**src/rtl/aq_djpeg_pkg.sv**
```systemverilog
// aq_djpeg_pkg: shared colour codes, sequencer state and MCU layout encodings, colour-order helpers
package aq_djpeg_pkg;
  localparam logic [2:0] Y0 = 3'd0, Y1 = 3'd1, Y2 = 3'd2, Y3 = 3'd3, CB = 3'd4, CR = 3'd5;
  typedef enum logic [1:0] {S_IDLE, S_SETUP, S_RUN, S_DONE} seq_state_e;
  typedef enum logic [2:0] {M_GREY, M_444, M_422, M_440, M_420} mcu_mode_e;
  function automatic logic last_color(mcu_mode_e m, logic [2:0] c);
    return m == M_GREY || c == CR;
  endfunction
  function automatic logic [2:0] next_color(mcu_mode_e m, logic [2:0] c);
    logic [2:0] last_y;
    last_y = m == M_420 ? Y3 : m == M_440 ? Y2 : m == M_422 ? Y1 : Y0;
    return last_color(m, c) ? Y0 : c == CB ? CR : c == last_y ? CB : m == M_440 ? c + 3'd2 : c + 3'd1;
  endfunction
endpackage

```
**src/rtl/aq_djpeg_mcu_seq_if.sv**
```systemverilog
// aq_djpeg_mcu_seq_if: block/convert handshake (BlockDone,ConvertDone in; BlockColor,BlockReq,McuReady,McuX,McuY out)
interface aq_djpeg_mcu_seq_if #(parameter int CW = 12);
  logic BlockDone, ConvertDone, BlockReq, McuReady;
  logic [2:0] BlockColor;
  logic [CW-1:0] McuX, McuY;
  modport master(output BlockDone, ConvertDone, input BlockReq, McuReady, BlockColor, McuX, McuY);
  modport slave(input BlockDone, ConvertDone, output BlockReq, McuReady, BlockColor, McuX, McuY);
endinterface

```
**src/rtl/aq_djpeg_mcu_dim.sv**
```systemverilog
// aq_djpeg_mcu_dim: MCU grid size from image size; wide/tall select 16-pixel MCUs, outputs McuCols/McuRows
module aq_djpeg_mcu_dim #(parameter int CW = 12) (
  input  logic [15:0]   ImageWidth,
  input  logic [15:0]   ImageHeight,
  input  logic          wide,
  input  logic          tall,
  output logic [CW-1:0] McuCols,
  output logic [CW-1:0] McuRows
);
  logic [16:0] w_sum, h_sum;
  always_comb begin
    w_sum = {1'b0, ImageWidth} + (wide ? 17'd15 : 17'd7);
    h_sum = {1'b0, ImageHeight} + (tall ? 17'd15 : 17'd7);
    McuCols = CW'(wide ? w_sum >> 4 : w_sum >> 3);
    McuRows = CW'(tall ? h_sum >> 4 : h_sum >> 3);
  end
endmodule

```
**src/rtl/aq_djpeg_mcu_seq.sv**
```systemverilog
// aq_djpeg_mcu_seq: MCU scheduler; ProcessInit+config in, bus handshake, McuCols/McuRows/FrameDone/Busy/ErrOverrun out
module aq_djpeg_mcu_seq
  import aq_djpeg_pkg::*;
#(
  parameter int BANKS = 2,
  parameter int CW    = 12
) (
  input  logic                 clk,
  input  logic                 rst,
  input  logic                 ProcessInit,
  input  logic [2:0]           JpegComp,
  input  logic [1:0]           SubSamplingW,
  input  logic [1:0]           SubSamplingH,
  input  logic [15:0]          ImageWidth,
  input  logic [15:0]          ImageHeight,
  aq_djpeg_mcu_seq_if.slave    bus,
  output logic [CW-1:0]        McuCols,
  output logic [CW-1:0]        McuRows,
  output logic                 FrameDone,
  output logic                 Busy,
  output logic                 ErrOverrun
);
  seq_state_e state_q, state_d;
  mcu_mode_e mode_q, mode_d, mode_in;
  logic [CW-1:0] cols_q, cols_d, rows_q, rows_d, x_q, x_d, y_q, y_d, sx_q, sx_d, sy_q, sy_d, dim_cols, dim_rows;
  logic [2:0] color_q, color_d;
  logic [1:0] infl_q, infl_d;
  logic req_q, req_d, rdy_q, rdy_d, err_q, err_d, done_q, done_d, busy_q, busy_d, stored_q, stored_d;
  logic grey, wide, tall, run, blk, conv, last_x, last_y, last_mcu, st, st_x, st_y;
  aq_djpeg_mcu_dim #(.CW(CW)) u_dim (
    .ImageWidth(ImageWidth), .ImageHeight(ImageHeight), .wide(wide), .tall(tall),
    .McuCols(dim_cols), .McuRows(dim_rows)
  );
  always_comb begin
    grey = JpegComp != 3'd3;
    wide = !grey && SubSamplingW == 2'd2;
    tall = !grey && SubSamplingH == 2'd2;
    mode_in = grey ? M_GREY : wide && tall ? M_420 : wide ? M_422 : tall ? M_440 : M_444;
    run = state_q == S_RUN;
    blk = run && bus.BlockDone;
    conv = run && bus.ConvertDone && infl_q != 2'd0;
    last_x = x_q == cols_q - CW'(1);
    last_y = y_q == rows_q - CW'(1);
    last_mcu = conv && last_x && last_y;
    st = blk && last_color(mode_q, color_q) && !stored_q;
    st_x = sx_q == cols_q - CW'(1);
    st_y = sy_q == rows_q - CW'(1);
    state_d = ProcessInit ? S_SETUP
            : state_q == S_SETUP ? (dim_cols == '0 || dim_rows == '0 ? S_DONE : S_RUN)
            : last_mcu ? S_DONE : state_q;
    mode_d = ProcessInit ? M_GREY : state_q == S_SETUP ? mode_in : mode_q;
    cols_d = ProcessInit ? '0 : state_q == S_SETUP ? dim_cols : cols_q;
    rows_d = ProcessInit ? '0 : state_q == S_SETUP ? dim_rows : rows_q;
    color_d = ProcessInit ? Y0 : blk ? next_color(mode_q, color_q) : color_q;
    rdy_d = !ProcessInit && blk && last_color(mode_q, color_q);
    // McuReady of the previous cycle fills a bank; a simultaneous valid ConvertDone cancels it out
    infl_d = ProcessInit ? 2'd0
           : rdy_q && !conv && infl_q < 2'(BANKS) ? infl_q + 2'd1
           : conv && !rdy_q ? infl_q - 2'd1 : infl_q;
    sx_d = ProcessInit ? '0 : st ? (st_x ? '0 : sx_q + CW'(1)) : sx_q;
    sy_d = ProcessInit ? '0 : st && st_x ? sy_q + CW'(1) : sy_q;
    stored_d = !ProcessInit && (stored_q || (st && st_x && st_y));
    x_d = ProcessInit ? '0 : conv && !last_mcu ? (last_x ? '0 : x_q + CW'(1)) : x_q;
    y_d = ProcessInit ? '0 : conv && last_x && !last_y ? y_q + CW'(1) : y_q;
    err_d = !ProcessInit && (err_q || (blk && !req_q));
    // a partly written MCU always owns a bank, so only a fresh MCU waits for a free one
    req_d = state_d == S_RUN && (infl_d < 2'(BANKS) || color_d != Y0) && !stored_d;
    done_d = state_d == S_DONE;
    busy_d = state_d == S_SETUP || state_d == S_RUN;
  end
  always_ff @(posedge clk) begin
    if (rst) begin
      state_q <= S_IDLE;
      mode_q <= M_GREY;
      cols_q <= '0;
      rows_q <= '0;
      x_q <= '0;
      y_q <= '0;
      sx_q <= '0;
      sy_q <= '0;
      color_q <= Y0;
      infl_q <= 2'd0;
      req_q <= 1'b0;
      rdy_q <= 1'b0;
      err_q <= 1'b0;
      done_q <= 1'b0;
      busy_q <= 1'b0;
      stored_q <= 1'b0;
    end else begin
      state_q <= state_d;
      mode_q <= mode_d;
      cols_q <= cols_d;
      rows_q <= rows_d;
      x_q <= x_d;
      y_q <= y_d;
      sx_q <= sx_d;
      sy_q <= sy_d;
      color_q <= color_d;
      infl_q <= infl_d;
      req_q <= req_d;
      rdy_q <= rdy_d;
      err_q <= err_d;
      done_q <= done_d;
      busy_q <= busy_d;
      stored_q <= stored_d;
    end
  end
  assign bus.BlockColor = color_q;
  assign bus.BlockReq = req_q;
  assign bus.McuReady = rdy_q;
  assign bus.McuX = x_q;
  assign bus.McuY = y_q;
  assign McuCols = cols_q;
  assign McuRows = rows_q;
  assign FrameDone = done_q;
  assign Busy = busy_q;
  assign ErrOverrun = err_q;
endmodule

```
**src/flat_wrapper.sv**
```systemverilog
// flat-port wrapper written by rule: the top's interface ports become plain ports
module aq_djpeg_mcu_seq_flat import aq_djpeg_pkg::*;
#(
  parameter int BANKS = 2,
  parameter int CW    = 12
)
  (clk, rst, ProcessInit, JpegComp, SubSamplingW, SubSamplingH, ImageWidth, ImageHeight, McuCols, McuRows, FrameDone, Busy, ErrOverrun, bus_BlockDone, bus_ConvertDone, bus_BlockReq, bus_McuReady, bus_BlockColor, bus_McuX, bus_McuY);
  aq_djpeg_mcu_seq_if #(.CW(CW)) bus_i ();
  input  logic clk;
  input  logic rst;
  input  logic ProcessInit;
  input  logic [2:0] JpegComp;
  input  logic [1:0] SubSamplingW;
  input  logic [1:0] SubSamplingH;
  input  logic [15:0] ImageWidth;
  input  logic [15:0] ImageHeight;
  output logic [CW-1:0] McuCols;
  output logic [CW-1:0] McuRows;
  output logic FrameDone;
  output logic Busy;
  output logic ErrOverrun;
  input wire logic [$bits(bus_i.BlockDone)-1:0] bus_BlockDone;
  input wire logic [$bits(bus_i.ConvertDone)-1:0] bus_ConvertDone;
  output wire logic [$bits(bus_i.BlockReq)-1:0] bus_BlockReq;
  output wire logic [$bits(bus_i.McuReady)-1:0] bus_McuReady;
  output wire logic [$bits(bus_i.BlockColor)-1:0] bus_BlockColor;
  output wire logic [$bits(bus_i.McuX)-1:0] bus_McuX;
  output wire logic [$bits(bus_i.McuY)-1:0] bus_McuY;
  assign bus_i.BlockDone = bus_BlockDone;
  assign bus_i.ConvertDone = bus_ConvertDone;
  assign bus_BlockReq = bus_i.BlockReq;
  assign bus_McuReady = bus_i.McuReady;
  assign bus_BlockColor = bus_i.BlockColor;
  assign bus_McuX = bus_i.McuX;
  assign bus_McuY = bus_i.McuY;
  aq_djpeg_mcu_seq #(.BANKS(BANKS), .CW(CW)) u_core (.clk(clk), .rst(rst), .ProcessInit(ProcessInit), .JpegComp(JpegComp), .SubSamplingW(SubSamplingW), .SubSamplingH(SubSamplingH), .ImageWidth(ImageWidth), .ImageHeight(ImageHeight), .bus(bus_i), .McuCols(McuCols), .McuRows(McuRows), .FrameDone(FrameDone), .Busy(Busy), .ErrOverrun(ErrOverrun));
endmodule
```
**config.mk**
```make
export PLATFORM = sky130hd
export DESIGN_NAME = aq_djpeg_mcu_seq_flat
export DESIGN_NICKNAME = d
export VERILOG_FILES = /design/src/rtl/aq_djpeg_pkg.sv /design/src/rtl/aq_djpeg_mcu_seq_if.sv /design/src/rtl/aq_djpeg_mcu_dim.sv /design/src/rtl/aq_djpeg_mcu_seq.sv /design/src/flat_wrapper.sv
export SDC_FILE = /design/constraint.sdc
export NUM_CORES = 1
export LEC_CHECK = 0
export ABC_AREA = 1
export BUFFER_PORTS_ARGS = -buffer_cell sky130_fd_sc_hd__buf_2
export CAP_MARGIN = 20
export CORE_AREA = 2 2 102 124
export CTS_BUF_LIST = sky130_fd_sc_hd__clkbuf_16
export DETAILED_ROUTE_END_ITERATION = 7
export DIE_AREA = 0 0 104 126
export PLACE_DENSITY = 0.78
export SYNTH_ARGS = -nofsm -noshare
export SYNTH_HDL_FRONTEND = slang
export SYNTH_SLANG_ARGS = --single-unit
```
**constraint.sdc**
```tcl
create_clock -name clk -period 2.7 [get_ports clk]
set_input_delay 0.54 -clock clk [delete_from_list [all_inputs] [get_ports clk]]
set_output_delay 0.54 -clock clk [all_outputs]
set_load 0.02 [all_outputs]
```
==> impl_results.md <==
- Worst slew pin tran: 0.632 ns
- Critical path endpoint category: flip-flop
- Setup TNS: 0 ns
- Hold Buf Count CTS: 0
- Fraction of registers with async set or reset after synthesis: 0%
- ANT nets after route: 0
- Reg-to-reg startpoint: u_core.McuCols[1]
- Initial core utilization: about 58%
- Placed inst area: 7710 µm²
- Peak Freq: between 400 and 500 MHz
- Initial antenna violation count: 0
- Leakage: 3.98 nW
- Post-synthesis sequential area ratio: around a quarter
- Hold path cells: 2
- Crit path arrival time: approximately 2.7 ns
- Peak supply drop: between 0.3 and 0.4 mV
- Clock Sink Count: 88
- Vias in the first global route: 6,758
- Chip Width: 104 µm
- # rows: 44
- Grt total ovfl: 0
- Final Total Pwr: 3.44 mW
- Placed insts: 1,401
- Hold path start: rst
- CTS tree: built
- Drt total wl: roughly 19,000 µm
- Clock buffer depth: 2
- Worst EP required: 2.93 ns
- Fill cells: roughly 1.2k
- # DRC: 0
- Worst setup SP type: flip-flop
- Count of different cell masters after synthesis: 47
- CTS Root Cell: clkbuf_16
- Via-to-Cell Ratio: 5.25
- Fin crit share: about nine tenths
- Largest net degree at the start of global routing: 41
- Top post-synthesis cells by area: dfxtp_1, nand2_1, inv_1
- Mapped Cells: ~1.1k
- Die Y-Extent: ~130 µm
- Power per cell area: ~430 nW/µm²
- Maximum fanout along the worst path: 4
- CTS Buf Count: 9
- CP Class: reg -> reg
- H-tree Lvls: 3
- Routing usage on met1: a little over a third
- # Max-Cap Violations: 0
- Dominant synthesized flop cell: dfxtp_1
- Crit-path most repeated cell: nand2_1
- Final worst slack: about 0.22 ns
- Skew-Pair Late Insertion Delay: approximately 0.35 ns
- Post-synth top area cell: dfxtp_1
- Syn Nets: 1,189
- Post-Syn Area per Cell: just over 6 µm²
- R2R cell count: 18
- Final nets: ~1.3k
- Final setup fails: 0
- Clock-pin slew on the worst setup and hold paths: ~0.07 ns
- Routed wire length per instance: about 13 µm
- Worst hold-check path type: in -> reg
- Final Wtd Congestion: between 0.9 and 1
- Worst setup startpoint: u_core.McuCols[1]
- Die outline area: ~13,000 µm²
- PortBufs: 99
- RSZ-0062 raised after global routing: no
- Clock Skew: 0.00743 ns
- EDFF count, synth: 0
- Yosys synthesis warning count: 0
- Final hold vios: 0
- Post-layout util: between 60 and 70%
- Slew HR: between 50% and 60%
- Tot GR Track Use: 28.6%
- Most frequent cell after synthesis: nand2_1
- Core Footprint: between 10,000 and 15,000 µm²
- Synthesized area: 6870 µm²
- Fin area: 8060 µm²
- M3 GR Usage: 4.14%
- Status: complete, no violations
- Pre-CTS WS: -0.0977 ns
- Critical path's largest stage delay: slightly above 0.3 ns
- DP Wirelength: approximately 15,000 µm
- Area delta synth->final: 17.3%
- Top Usage Layer GRT: met2
- Max Slew Vio Count: 0
- Post-synth top cells: nand2_1, inv_1, nand3_1
- Global-route wire length before repair: a little over 30,000 µm
- Diodes inserted: 0
- Iteration-0 DRC count of the detailed router: 386
- Worst Hold Slack: 0.472 ns
- Final min period: ~2.5 ns
- Vias: 7,438
- Critical path's slowest cell: dfxtp_1
- Pre-antenna DRT Iters: 4
- Non-Filler Instances: ~1.4k
- Grt met2 use: between 40% and 50%
- #FFs+latches synth: a little under 90
- Crit-path cells: buf_4 > nor2_4 > nand2_2 > nor2_2 > nand2_1 > nand2_1 > nand2_1 > nand2_1 > nand2_2 > nor2_8 > nand3_1 > o21ai_1 > a21oi_1 > nand2_1 > inv_1 > ha_1 > nand3b_1 > a21oi_1
- Ratio of cells with drive above 1 in the final layout: around 17%
- Synth top area share: 25.7%
- I/O pin total: 100
cells by family (layout without fill, tap and decap cells):
logic type / after synthesis / after routing / share of synthesized area, %
flip-flops: 88 / 88 / 25.7
buffers and inverters: 204 / 327 / 11.4
XOR/XNOR: 51 / 51 / 6.81
adder cells (fa/ha/maj): 12 / 12 / 2.19
AO/OA/AOI/OAI: 131 / 131 / 11.0
AND/OR/NAND/NOR: 647 / 647 / 42.9
flip-flops by register name, indices dropped and copies added (netlist names), 3 cells and up:
register               flops
u_core.McuRows            12
u_core.sx_q               12
u_core.bus.McuY           12
u_core.bus.BlockColor      3
u_core.McuCols            12
u_core.sy_q               12
u_core.bus.McuX           12
u_core.mode_q              3
cell usage in the layout (no fill, tap or decap), types with 24 or more instances in the layout:
| master | n |
|---|---|
| buf_4 | 36 |
| dfxtp_1 | 87 |
| nor2_1 | 94 |
| o21ai_0 | 33 |
| buf_2 | 99 |
| nand4_1 | 35 |
| xor2_1 | 42 |
| a21oi_1 | 57 |
| nor3_1 | 24 |
| inv_1 | 168 |
| nand3_1 | 124 |
| nand2_1 | 311 |
path summary, 6_finish.rpt:
| kind | end | slack, ns |
|---|---|---|
| max reg2reg | u_core.bus.BlockReq | 0.22 |
| min | u_core.Busy | 0.47 |
| max | u_core.bus.BlockReq | 0.22 |
| min reg2reg | u_core.ErrOverrun | 0.48 |
repair_timing:
| item | 4_1_cts | 5_1_grt |
|---|---|---|
| buffers inserted | 0 | 1 |
| endpoints found under the setup margin | 0 | 14 |
| resized for setup | 0 | 13 |
report_power, final:
part / switching, mW / internal, mW
logic: 0.488 / 0.249
clock network: 0.548 / 0.812
registers: 0.0260 / 1.32
worst max-delay path, delay by kind of cell, from the launching register on:
family / cells / cell delay (ns)
AO/OA/AOI/OAI: 3 / 0.28
flip-flops: 1 / 0.31
AND/OR/NAND/NOR: 12 / 1.39
buffers and inverters: 2 / 0.20
adder cells (fa/ha/maj): 1 / 0.19
layer usage:
metal	share of wire, %	vias to the layer above
li1	-	3891
met1	44	3302
met2	48	209
met3	5.4	36
met4	2.7	0
met5	0	-
area by class of cell:
cell class | instances | area, µm² | share of cell area [%]
Multi-Input combinational cell | 841 | 4340 | 53.9
Sequential cell | 88 | 1760 | 21.9
Timing Repair Buffer | 135 | 766 | 9.50
Inverter | 177 | 664 | 8.25
Clock buffer | 9 | 225 | 2.80
Tap cell | 161 | 201 | 2.50
Clock inverter | 6 | 92.6 | 1.15
Note: power is estimated with default switching activity, not from simulation.
